===== config.mk =====
export PLATFORM = sky130hd
export DESIGN_NAME = seg_add_sub
export DESIGN_NICKNAME = d
export VERILOG_FILES = /design/src/rtl/seg_add_sub_pkg.sv /design/src/rtl/seg_add_sub_slice.sv /design/src/rtl/seg_add_sub.sv
export SDC_FILE = /design/constraint.sdc
export NUM_CORES = 1
export LEC_CHECK = 0
export BUFFER_PORTS_ARGS = -buffer_cell sky130_fd_sc_hd__buf_2
export CORE_UTILIZATION = 30
export CTS_CLUSTER_SIZE = 14
export DETAILED_ROUTE_END_ITERATION = 10
export GPL_ROUTABILITY_DRIVEN = 0
export MAX_ROUTING_LAYER = met4
export PLACE_DENSITY_LB_ADDON = 0.1
export SLEW_MARGIN = 15
export SYNTH_ARGS = -nofsm -noshare
export SYNTH_HDL_FRONTEND = slang
export SYNTH_SLANG_ARGS = --single-unit

===== constraint.sdc =====
create_clock -name CLK -period 10.1 [get_ports CLK]
set_input_delay 1.01 -clock CLK [delete_from_list [all_inputs] [get_ports CLK]]
set_output_delay 1.01 -clock CLK [all_outputs]
set_load 0.005 [all_outputs]

===== src/rtl/seg_add_sub_pkg.sv =====
// Shared definitions for the sequential ALU blocks: FSM state encodings
// and a counter-width helper that stays legal when only one segment exists.
package seg_add_sub_pkg;

    typedef enum logic [1:0] {
        IDLE = 2'b00,
        RUN  = 2'b01,
        FIN  = 2'b10
    } segState_t;

    function automatic int cntWidth(input int nseg);
        return (nseg > 1) ? $clog2(nseg) : 1;
    endfunction

endpackage


===== src/rtl/seg_add_sub_slice.sv =====
// SLICE-bit combinational ripple adder built from single-bit full adders.
// Latency 0 (pure combinational); no flow control.
// Also exposes the carry into the slice MSB so the caller can derive signed overflow.
module full_adder (
    input  logic a,
    input  logic b,
    input  logic ci,
    output logic s,
    output logic co
);
    assign s  = a ^ b ^ ci;
    assign co = (a & b) | (ci & (a ^ b));
endmodule

module add_sub_slice #(
    parameter int SLICE = 8
) (
    input  logic [SLICE-1:0] a,
    input  logic [SLICE-1:0] b,
    input  logic             ci,
    output logic [SLICE-1:0] sum,
    output logic             co,
    output logic             cMsb
);
    logic [SLICE:0] c;

    assign c[0] = ci;

    for (genvar i = 0; i < SLICE; i++) begin : gBit
        full_adder uFa (
            .a  (a[i]),
            .b  (b[i]),
            .ci (c[i]),
            .s  (sum[i]),
            .co (c[i+1])
        );
    end

    assign co   = c[SLICE];
    assign cMsb = c[SLICE-1];
endmodule


===== src/rtl/seg_add_sub.sv =====
// Segmented WIDTH-bit add/subtract, SLICE bits per clock, LSB slice first.
// Latency NSEG cycles from accepted START to DONE; results registered.
// START is ignored while BUSY; a START during the DONE cycle is accepted.
module seg_add_sub
    import seg_add_sub_pkg::*;
#(
    parameter int WIDTH = 32,
    parameter int SLICE = 8
) (
    input  logic             CLK,
    input  logic             RST,
    input  logic             START,
    input  logic             SnA,
    input  logic [WIDTH-1:0] A,
    input  logic [WIDTH-1:0] B,
    output logic             BUSY,
    output logic             DONE,
    output logic [WIDTH-1:0] Y,
    output logic             CO,
    output logic             OV,
    output logic             ZF
);
    localparam int NSEG = WIDTH / SLICE;
    localparam int CW   = cntWidth(NSEG);
    localparam logic [CW-1:0] LAST = CW'(NSEG - 1);

    segState_t        state;
    logic [CW-1:0]    segCnt;
    logic [WIDTH-1:0] opA;
    logic [WIDTH-1:0] opB;
    logic [WIDTH-1:0] partial;
    logic             carry;

    logic [SLICE-1:0] aSeg;
    logic [SLICE-1:0] bSeg;
    logic [SLICE-1:0] sumSeg;
    logic             sliceCo;
    logic             sliceCMsb;
    logic [WIDTH-1:0] partialNext;

    // Segment select kept apart from the write-back merge so the ripple is not a comb loop.
    always_comb begin
        aSeg = '0;
        bSeg = '0;
        for (int k = 0; k < NSEG; k++) begin
            if (segCnt == CW'(k)) begin
                aSeg = opA[k*SLICE +: SLICE];
                bSeg = opB[k*SLICE +: SLICE];
            end
        end
    end

    always_comb begin
        partialNext = partial;
        for (int k = 0; k < NSEG; k++) begin
            if (segCnt == CW'(k)) begin
                partialNext[k*SLICE +: SLICE] = sumSeg;
            end
        end
    end

    add_sub_slice #(.SLICE(SLICE)) uSlice (
        .a    (aSeg),
        .b    (bSeg),
        .ci   (carry),
        .sum  (sumSeg),
        .co   (sliceCo),
        .cMsb (sliceCMsb)
    );

    always_ff @(posedge CLK or negedge RST) begin
        if (!RST) begin
            state   <= IDLE;
            segCnt  <= '0;
            opA     <= '0;
            opB     <= '0;
            partial <= '0;
            carry   <= 1'b0;
            BUSY    <= 1'b0;
            DONE    <= 1'b0;
            Y       <= '0;
            CO      <= 1'b0;
            OV      <= 1'b0;
            ZF      <= 1'b0;
        end else begin
            case (state)
                IDLE, FIN: begin
                    DONE <= 1'b0;
                    if (START) begin
                        // Subtract is A + ~B + 1: invert B once here, inject the +1 as carry-in.
                        opA     <= A;
                        opB     <= B ^ {WIDTH{SnA}};
                        carry   <= SnA;
                        segCnt  <= '0;
                        partial <= '0;
                        BUSY    <= 1'b1;
                        state   <= RUN;
                    end else begin
                        state <= IDLE;
                    end
                end
                RUN: begin
                    partial <= partialNext;
                    carry   <= sliceCo;
                    segCnt  <= segCnt + CW'(1);
                    if (segCnt == LAST) begin
                        Y      <= partialNext;
                        CO     <= sliceCo;
                        OV     <= sliceCMsb ^ sliceCo;
                        ZF     <= (partialNext == '0);
                        segCnt <= '0;
                        BUSY   <= 1'b0;
                        DONE   <= 1'b1;
                        state  <= FIN;
                    end
                end
                default: begin
                    BUSY  <= 1'b0;
                    DONE  <= 1'b0;
                    state <= IDLE;
                end
            endcase
        end
    end
endmodule


==> out/metrics.cfg, run 1 <==
[global_routing]
track_usage_pct=17.52
antenna_found_initial=0
first_global_vias=5015
grt_pass1_wl_um=27920
grt-ovfl-total=0
grt_max_degree=101

[power_and_ir_drop]
power_frac_comb_pct=50.7
power.total_uw=3178
seq_power_share_pct=28.2
power.switching_uw=1410
power_density_nw_per_um2=416.6
vdd_drop_max_mv=0.1983
power.clock.fraction_pct=21.1
intPower_uw=1769
p_leak_uw=0.003612
switching_share_pct=44.35

[clocking]
cts_setup_buffers=0
cts_max_level=4
cts-resized-gates=0
cts_buffers=17
ctsHoldBuffers=0
clk_pin_slew_worst_paths_ns=0.06
clock_sinks=131
clock_path_buffers=2
cts_tree=built
insertion_delay_ns=0.42
root_buffer=clkbuf_16

[logic_synthesis]
synth_cells=664
synth.distinct_cells=43
avgSynthCellArea_um2=9.459
synth_ff_type=dfrtp_1
yosys_warnings=0
synth_area_um2=6281
synthArstFlopShare_pct=100.0
netlist.area_leader.share_pct=52.19
syn_nets=744
ys_ff_latch=131
synth_edf_count=0
yosys-top-cells-area=dfrtp_1 52%, nand2_1 11%, o21ai_0 5.7%
seq_area_frac_synth_pct=52.19
yosys.area.top_type=dfrtp_1

[timing]
hold_viol=0
tns_ns=0
post-route-min-period_ns=6.686
period_share_pct=66.19
fin_skew_ns=0.01057
relSlewSlack_pct=32.67
fmax_mhz=149.6
worst_slew_pin_slew_ns=1.010
setup_viol=0
rsz0062_at_grt=no
layout_setup_ws_ns=3.414
drv_slew=0

[detailed_routing]
drt_iter0_drc=284
drc=0
vias=4866
wirelength_um=17130
vias_per_cell=4.747
first_pass_iters=6
drt-wirelength-per-cell_um=16.71
drtAntennaViolNets=0

[critical_path]
cpMostUsedCell=fa_1
cp.depth=20
cp-end-kind=register
critPathKind=reg -> reg
r2r_cells=20
critical_path.top_delay_family=adder cells
crit_slowest_cell=ha_2
cp.arrival_ns=7.03
startpoint_type=register
crit_required_ns=10.44
worstPathCellList=inv_1 > ha_2 > a221oi_1 > nor3_1 > a21oi_1 > fa_1 > fa_1 > fa_1 > fa_1 > inv_1 > fa_1 > inv_1 > fa_1 > fa_1 > inv_1 > fa_1 > nand3b_1 > a222oi_1 > nand4_1 > o31ai_2
path_buf_inv=4
slowest_delay_ns=0.86
cp_max_fo=51

[placement]
io_buffers=104
post-dp-hpwl_um=12080
pre_cts_slack_ns=3.427

[run]
drv_cap=0

[layout]
nFillCells=2136
fin_nets=823
area_growth_pct=21.45
mostFrequentLayoutCells=185 x nand2_1, 131 x dfrtp_1, 103 x buf_2
diodes=0
drive_gt1_share_pct=19.21
layout_commonest_cell=nand2_1

[floorplan]
start_util_pct=30.84
pin_count=105
fp-row-count=52
die_w_um=146.7
fp.dieH_um=146.7
die_area_um2=21520
core_um2=20360

[worst_hold_path]
whs_path_depth=2
hp-class=reg -> reg

[run_status]
outcome=complete, no violations

==> per-stage QoR <==
step	cell area, um2	utilization, %	hold WS, ns	instances
2_1_floorplan	6281	-	0.4379	664
3_3_place_gp	6993	34.34	0.4592	994
3_5_place_dp	6993	34.34	0.4656	994
4_1_cts	7625	37.44	0.4783	1025
5_1_grt	7629	37.46	0.4950	1025
6_report	7629	37.46	0.4696	1025
==> power groups by stage <==
stage / Sequential [uW] / Combinational (uW) / Clock, uW
3_3_place_gp: 906 / 1620 / 0
2_1_floorplan: 858 / 1080 / 0
4_1_cts: 900 / 1640 / 683
5_1_grt: 926 / 1810 / 709
6_report: 896 / 1610 / 669
3_5_place_dp: 908 / 1640 / 0
==> final timing paths <==
path                           end  slack (ns)      start
max                             ZF        3.41  segCnt[1]
min                          Y[18]        0.47      Y[18]
max reg2reg                     ZF        3.41  segCnt[1]
min reg2reg                  Y[18]        0.47      Y[18]
max in group asynchronous  opB[10]        8.31        RST
min in group asynchronous    Y[11]        0.62        RST
==> per-layer routing <==
metal	wire, um	share of wire [%]	global-route usage (%)
met5	0	0	-
met4	347	2.0	6.771
met3	551	3.2	3.602
met2	8201	48	26.87
met1	8029	47	22.69
==> registers in the layout, summed over array words and instances (netlist names) <==
signal   flops
OV           1
CO           1
opA         32
BUSY         1
partial     26
ZF           1
state        2
opB         32
carry        1
Y           32
segCnt       2
==> Yosys cell counts (2+ instances only) <==
| cell | n |
|---|---|
| a22o_1 | 16 |
| mux2i_1 | 20 |
| nand3b_1 | 7 |
| clkbuf_1 | 37 |
| nand3_1 | 2 |
| dfrtp_1 | 131 |
| xnor2_1 | 32 |
| a32o_1 | 6 |
| o22ai_1 | 3 |
| or4_1 | 2 |
| inv_1 | 11 |
| nor2_1 | 12 |
| nand4_1 | 2 |
| nor3_1 | 12 |
| a221oi_1 | 14 |
| o21ai_1 | 3 |
| o31ai_1 | 4 |
| nand2_1 | 185 |
| or3_1 | 6 |
| o21ai_0 | 72 |
| buf_1 | 5 |
| nand2b_1 | 2 |
| nor2b_1 | 28 |
| a21oi_1 | 17 |
| ha_1 | 4 |
| buf_2 | 7 |
| fa_1 | 8 |
==> worst min-delay path, stage by stage (launching register included) <==
cell	delay, ns
dfrtp_1	0.33
nand2_1	0.04
o21ai_0	0.05
==> cells by family (layout without fill, tap and decap cells) <==
logic type | after synthesis | in the layout | synth area share, %
mux | 20 | 20 | 3.187
simple gates | 261 | 261 | 18.09
fa+ha+maj | 12 | 12 | 3.347
compound gates | 144 | 144 | 14.50
buf+inv | 63 | 154 | 4.084
xor+xnor | 33 | 33 | 4.602
flops | 131 | 131 | 52.19
==> cell type report <==
cell class                 count  area [um2]  area share (%)
clock buffer                  21       450.4           5.905
clock inverter                10       181.4           2.378
inverter                      12       45.04          0.5905
multi-input combinational    470        2756           36.13
sequential                   131        3278           42.97
tap                          270       337.8           4.428
timing repair buffer         111       579.3           7.594
Power figures use the tool's default switching activity.
==> inputs of run 2 (changes only) <==
Clock period 10.1 ns to 5.41 ns, I/O delays scaled along.
==> run 2 against run 1 <==
Compared with the run above: final area increased by 1.3%; fmax increased by 29%; count of clock-buffer cells in the layout increased by 1; non-clock buffer count increased by 15; largest power group unchanged.
==> out/metrics.cfg, run 2 (synthesized netlist as in run 1, its figures left out) <==
[layout]
reg_top3=Y x32, opA x32, opB x32  ; unchanged
drive_gt1_share_pct=22.43  ; was 19.21%
layout_commonest_cell=nand2_1  ; unchanged
diodes=0  ; unchanged
area_growth_pct=23.07  ; was 21.45%
fin_util_pct=37.96  ; was 37.46%
mostFrequentLayoutCells=185 x nand2_1, 130 x dfrtp_1, 103 x buf_2  ; was 185 x nand2_1, 131 x dfrtp_1, 103 x buf_2
fin_nets=838  ; was 823

[detailed_routing]
vias=4889  ; was 4,866
first_pass_iters=4  ; was 6
drc=0  ; unchanged
drt-wirelength-per-cell_um=16.90  ; was 16.71 um
wirelength_um=17520  ; was 17,130 um
drt_iter0_drc=214  ; was 284
vias_per_cell=4.715  ; was 4.747
drtAntennaViolNets=0  ; unchanged

[timing]
fin_skew_ns=0.006626  ; was 0.01057 ns
relSlewSlack_pct=34.66  ; was 32.67%
fmax_mhz=192.4  ; was 149.6 MHz
period_share_pct=96.06  ; was 66.19%
hold_viol=0  ; unchanged
setup_viol=0  ; unchanged
post-route-min-period_ns=5.197  ; was 6.686 ns
worst_slew_pin_slew_ns=0.9781  ; was 1.010 ns
rsz0062_at_grt=no  ; unchanged
drv_slew=0  ; unchanged

[clocking]
clk_pin_slew_worst_paths_ns=0.06  ; about the same
cts_tree=built  ; unchanged
cts_max_level=4  ; unchanged
clock_path_buffers=2  ; unchanged
cts_buffers=17  ; unchanged
root_buffer=clkbuf_16  ; unchanged
clock_sinks=131  ; unchanged
insertion_delay_ns=0.42  ; about the same

[critical_path]
crit_path_end=ZF  ; unchanged
cp-end-kind=register  ; unchanged
r2r_cells=20  ; unchanged
critical_path.top_delay_family=adder cells  ; unchanged
cpMostUsedCell=fa_2  ; was fa_1
rrSetupSlack_ns=0.21  ; was 3.41 ns
crit_slowest_cell=fa_2  ; was ha_2
critPathKind=reg -> reg  ; unchanged
startpoint_type=register  ; unchanged
slowest_delay_ns=0.46  ; was 0.86 ns
cp.depth=20  ; unchanged
setup.worst_path.start=segCnt[0]  ; was segCnt[1]
cp.arrival_ns=5.52  ; was 7.03 ns
cp_max_fo=6  ; was 51
worstReg2RegEnd=ZF  ; unchanged
path_buf_inv=3  ; was 4
worstPathCellList=ha_4 > nor2b_2 > a221oi_1 > nor3_1 > a21oi_2 > fa_2 > fa_2 > fa_2 > fa_2 > inv_2 > fa_2 > inv_1 > fa_2 > fa_2 > inv_2 > fa_2 > nand3b_1 > a222oi_1 > nand4_1 > o31ai_2  ; was inv_1 > ha_2 > a221oi_1 > nor3_1 > a21oi_1 > fa_1 > fa_1 > fa_1 > fa_1 > inv_1 > fa_1 > inv_1 > fa_1 > fa_1 > inv_1 > fa_1 > nand3b_1 > a222oi_1 > nand4_1 > o31ai_2
crit_required_ns=5.74  ; was 10.44 ns
timing.rr.start=segCnt[0]  ; was segCnt[1]

[global_routing]
grt_max_degree=101  ; unchanged
grt_pass1_wl_um=28180  ; was 27,920 um
track_usage_pct=17.59  ; was 17.52%
antenna_found_initial=0  ; unchanged
first_global_vias=5104  ; was 5,015
grt-ovfl-total=0  ; unchanged

[floorplan]
die_area_um2=21520  ; unchanged
start_util_pct=30.84  ; unchanged
pin_count=105  ; unchanged
die_w_um=146.7  ; unchanged
fp-row-count=52  ; unchanged
fp.dieH_um=146.7  ; unchanged
core_um2=20360  ; unchanged

[run_status]
outcome=complete, no violations  ; unchanged

[power_and_ir_drop]
p_leak_uw=0.003645  ; was 0.003612 uW
vdd_drop_max_mv=0.3966  ; was 0.1983 mV
power.total_uw=6139  ; was 3178 uW
power_density_nw_per_um2=794.1  ; was 416.6 nW/um2

[run]
drv_cap=0  ; unchanged

[worst_hold_path]
hp-class=in -> async  ; was reg -> reg

[placement]
post-dp-hpwl_um=12530  ; was 12,080 um
io_buffers=104  ; unchanged

[run 2: changes by cell type in the layout (fill, tap and decap cells not counted), sizes merged]
cell | before | now
bufinv | 5 | 3
buf | 111 | 126
clkbuf | 21 | 22
clkinv | 4 | 2
[run 2: cell type report]
cell class / instances / area, um2
inverter: 12 / 47.55
tap: 270 / 337.8
clock inverter: 6 / 107.6
sequential: 131 / 3279
timing repair buffer: 126 / 688.2
clock buffer: 22 / 454.2
fill: 2102 / 12630
multi-input combinational: 470 / 2815
[run 2: worst register-to-register path: stages, from the launching register on]
cell and delay, ns:
dfrtp_2 0.45, ha_4 0.20, nor2b_2 0.11, a221oi_1 0.09
nor3_1 0.24, a21oi_2 0.07, fa_2 0.39, fa_2 0.35
fa_2 0.36, fa_2 0.39, inv_2 0.07, fa_2 0.19
inv_1 0.06, fa_2 0.39, fa_2 0.36, inv_2 0.07
fa_2 0.46, nand3b_1 0.18, a222oi_1 0.32, nand4_1 0.16
o31ai_2 0.20
[run 2: stage by stage]
stage	std cells	setup TNS [ns]	setup WS (ns)	area (um2)	hold slack (ns)
6_report	1037	0	0.2131	7730	0.2527
5_1_grt	1037	0	0.002924	7730	0.3049
4_1_cts	1036	0	0.01650	7709	0.2760
3_5_place_dp	1007	-0.07727	-0.07727	7113	0.4622
3_3_place_gp	1007	0	0.09125	7113	0.4582
2_1_floorplan	664	0	0.05490	6339	0.2454
[run 2: repair_timing]
item / CTS / global route
cloned: 0 / 0
hold buffers: 0 / 0
pin swaps: 0 / 8
endpoints found under the setup margin: 1 / 1
gates resized for setup: 6 / 7
buffers inserted: 1 / 1
[run 2: how the worst min path moves through the flow]
stage                      start  endpoint  slack, ns  cells past startpoint
after floorplan              RST      BUSY       0.25                      0
after global placement     Y[22]     Y[22]       0.46                      2
after detailed placement  opB[0]    opB[0]       0.46                      2
after CTS                    RST     Y[11]       0.28                      1
after global routing        A[4]    opA[4]       0.30                      3
final                        RST     Y[11]       0.25                      1
[run 2: where the power goes]
part           leakage [uW]  switching [uW]  internal (uW)
combinational       0.00171            2020           1300
clock              0.000272             400            724
sequential          0.00166             288           1410
[run 2: routing by layer]
metal / vias to the layer above / GRT usage [%] / share of wire (%) / wire length [um]
met2: 105 / 28.51 / 50 / 8717
met4: 0 / 5.469 / 1.4 / 252
met1: 2339 / 21.81 / 45 / 7929
met5: - / - / 0 / 0
met3: 15 / 3.944 / 3.5 / 622
li1: 2430 / - / - / -
==> inputs of run 3 (changes only) <==
Settings changed: RECOVER_POWER set to 50.
==> run 3 against run 2 <==
Compared with the run above: largest cell class unchanged; sequential power is essentially flat; highest routed layer unchanged; the flow now finishes with violations (max-capacitance violations, max-slew violations); final cell count is the same; fmax barely moved; worst hold slack improved by 0.055 ns; sequential share of layout area is 0.12 points higher.
==> out/metrics.cfg, run 3 (synthesized netlist as in run 1, its figures left out) <==
[floorplan]
core_um2=20360  ; unchanged
die_area_um2=21520  ; unchanged
fp.dieH_um=146.7  ; unchanged
fp-row-count=52  ; unchanged
pin_count=105  ; unchanged
die_w_um=146.7  ; unchanged
start_util_pct=30.84  ; unchanged

[timing]
relSlewSlack_pct=-147.4  ; was 34.66%
setup_viol=0  ; unchanged
worst_slew_pin_slew_ns=3.710  ; was 0.9781 ns
fmax_mhz=192.5  ; was 192.4 MHz
fin_skew_ns=0.01478  ; was 0.006626 ns
period_share_pct=96.04  ; was 96.06%
drv_slew=71  ; was 0
post-route-min-period_ns=5.196  ; was 5.197 ns
hold_viol=0  ; unchanged
rsz0062_at_grt=no  ; unchanged
tns_ns=0  ; unchanged

[layout]
diodes=0  ; unchanged
fin_nets=838  ; unchanged
stdcell_count=1037  ; unchanged
area_growth_pct=22.71  ; was 23.07%
drive_gt1_share_pct=20.34  ; was 22.43%
nFillCells=2105  ; was 2,102
mostFrequentLayoutCells=185 x nand2_1, 130 x dfrtp_1, 88 x buf_2  ; was 185 x nand2_1, 130 x dfrtp_1, 103 x buf_2
reg_top3=Y x32, opA x32, opB x32  ; unchanged
layout_commonest_cell=nand2_1  ; unchanged

[critical_path]
critical_path.top_delay_family=adder cells  ; unchanged
path_buf_inv=3  ; unchanged
r2r_cells=20  ; unchanged
timing.rr.start=segCnt[0]  ; unchanged
startpoint_type=register  ; unchanged
crit_slowest_cell=fa_2  ; unchanged
rrSetupSlack_ns=0.21  ; about the same
crit_required_ns=5.74  ; about the same
cpMostUsedCell=fa_2  ; unchanged
cp_max_fo=6  ; unchanged
slowest_delay_ns=0.46  ; about the same
critPathKind=reg -> reg  ; unchanged
worstPathCellList=ha_4 > nor2b_2 > a221oi_1 > nor3_1 > a21oi_2 > fa_2 > fa_2 > fa_2 > fa_2 > inv_2 > fa_2 > inv_1 > fa_2 > fa_2 > inv_2 > fa_2 > nand3b_1 > a222oi_1 > nand4_1 > o31ai_2  ; unchanged
worstReg2RegEnd=ZF  ; unchanged
cp.arrival_ns=5.52  ; about the same
cp-end-kind=register  ; unchanged

[detailed_routing]
drt-wirelength-per-cell_um=16.85  ; was 16.90 um
drc=0  ; unchanged
wirelength_um=17480  ; was 17,520 um
drt_iter0_drc=258  ; was 214
first_pass_iters=5  ; was 4
drtAntennaViolNets=0  ; unchanged
vias=4915  ; was 4,889
vias_per_cell=4.740  ; was 4.715

[worst_hold_path]
whs_path_depth=3
hold_path_end=opA[23]
hp-start=A[23]
hp-class=in -> reg  ; was in -> async

[global_routing]
antenna_found_initial=0  ; unchanged
grt_max_degree=101  ; unchanged
track_usage_pct=17.59  ; unchanged
grt-ovfl-total=0  ; unchanged
grt_pass1_wl_um=28180  ; unchanged
first_global_vias=5104  ; unchanged

[clocking]
cts_buffers=17  ; unchanged
clk_pin_slew_worst_paths_ns=0.06  ; about the same
ctsHoldBuffers=0  ; unchanged
clock_sinks=131  ; unchanged
cts_max_level=4  ; unchanged
clock_path_buffers=2  ; unchanged
cts_tree=built  ; unchanged
insertion_delay_ns=0.42  ; about the same
root_buffer=clkbuf_16  ; unchanged

[placement]
placed_cells=1007  ; unchanged
io_buffers=104  ; unchanged
post-dp-hpwl_um=12530  ; unchanged

[power_and_ir_drop]
power_density_nw_per_um2=794.9  ; was 794.1 nW/um2
vdd_drop_max_mv=0.3940  ; was 0.3966 mV
p_leak_uw=0.003585  ; was 0.003645 uW

[run_status]
violations=max-capacitance violations, max-slew violations
outcome=finished, violations left  ; was complete, no violations

[run]
drv_cap=1  ; was 0

==> run 3: cell count changes in the layout (fill, tap and decap cells not counted), sizes merged <==
cell / delta
buf: -15
clkbuf: +15
==> run 3: what timing repair did <==
item                                    CTS  global route
pin swaps                                 0             8
gates resized for setup                   6             7
setup buffers                             1             1
endpoints found under the setup margin    1             1
==> run 3: area by class of cell <==
cell class / instances / area [um2] / area share [%]
repair buffers: 126 / 665.6 / 8.636
inverters: 12 / 47.55 / 0.6169
multi-input cells: 470 / 2815 / 36.53
clock buffers: 22 / 454.2 / 5.893
well taps: 270 / 337.8 / 4.383
flip-flops and latches: 131 / 3279 / 42.55
clock inverters: 6 / 107.6 / 1.396
==> run 3: worst register-to-register path: stages, from the launching register on <==
cell and delay, ns:
dfrtp_2 0.45, ha_4 0.20, nor2b_2 0.11, a221oi_1 0.09, nor3_1 0.24, a21oi_2 0.07, fa_2 0.39, fa_2 0.34
fa_2 0.36, fa_2 0.39, inv_2 0.07, fa_2 0.19, inv_1 0.06, fa_2 0.39, fa_2 0.36, inv_2 0.07
fa_2 0.46, nand3b_1 0.18, a222oi_1 0.32, nand4_1 0.16, o31ai_2 0.20
==> run 3: how the worst max path moves through the flow <==
stage,from,endpoint,slack (ns),depth (start not counted)
after global routing,segCnt[0],ZF,0.003,20
after floorplan,segCnt[0],ZF,0.05,22
after CTS,segCnt[0],ZF,0.02,20
final,segCnt[0],ZF,0.21,20
after detailed placement,segCnt[1],ZF,-0.08,20
after global placement,segCnt[0],ZF,0.09,20
==> run 3: power breakdown <==
group | internal, uW | total (uW) | switching, uW | leakage [uW]
Combinational | 1290 | 3310 | 2020 | 0.00165
Clock | 724 | 1120 | 399 | 0.000272
Sequential | 1410 | 1700 | 289 | 0.00166
Total | 3420 | 6130 | 2710 | 0.00359
==> run 3: metal layers <==
metal / up-vias / part of all wire (%) / track usage, %
met2: 116 / 50 / 28.51
li1: 2432 / - / -
met4: 0 / 1.6 / 5.469
met1: 2351 / 45 / 21.81
met5: - / 0 / -
met3: 16 / 3.8 / 3.944
==> run 3: stage by stage <==
| step | util [%] | cell area [um2] | setup slack, ns | total power, uW | hold WS (ns) |
|---|---|---|---|---|---|
| floorplan | - | 6339 | 0.05490 | 3692 | 0.2454 |
| global placement | 34.93 | 7113 | 0.09125 | 4937 | 0.4582 |
| detailed placement | 34.93 | 7113 | -0.07727 | 4978 | 0.4622 |
| CTS | 37.85 | 7709 | 0.01650 | 6155 | 0.2760 |
| global route | 37.85 | 7707 | 0.002924 | 6583 | 0.3049 |
| finish | 37.85 | 7707 | 0.2142 | 6127 | 0.3077 |
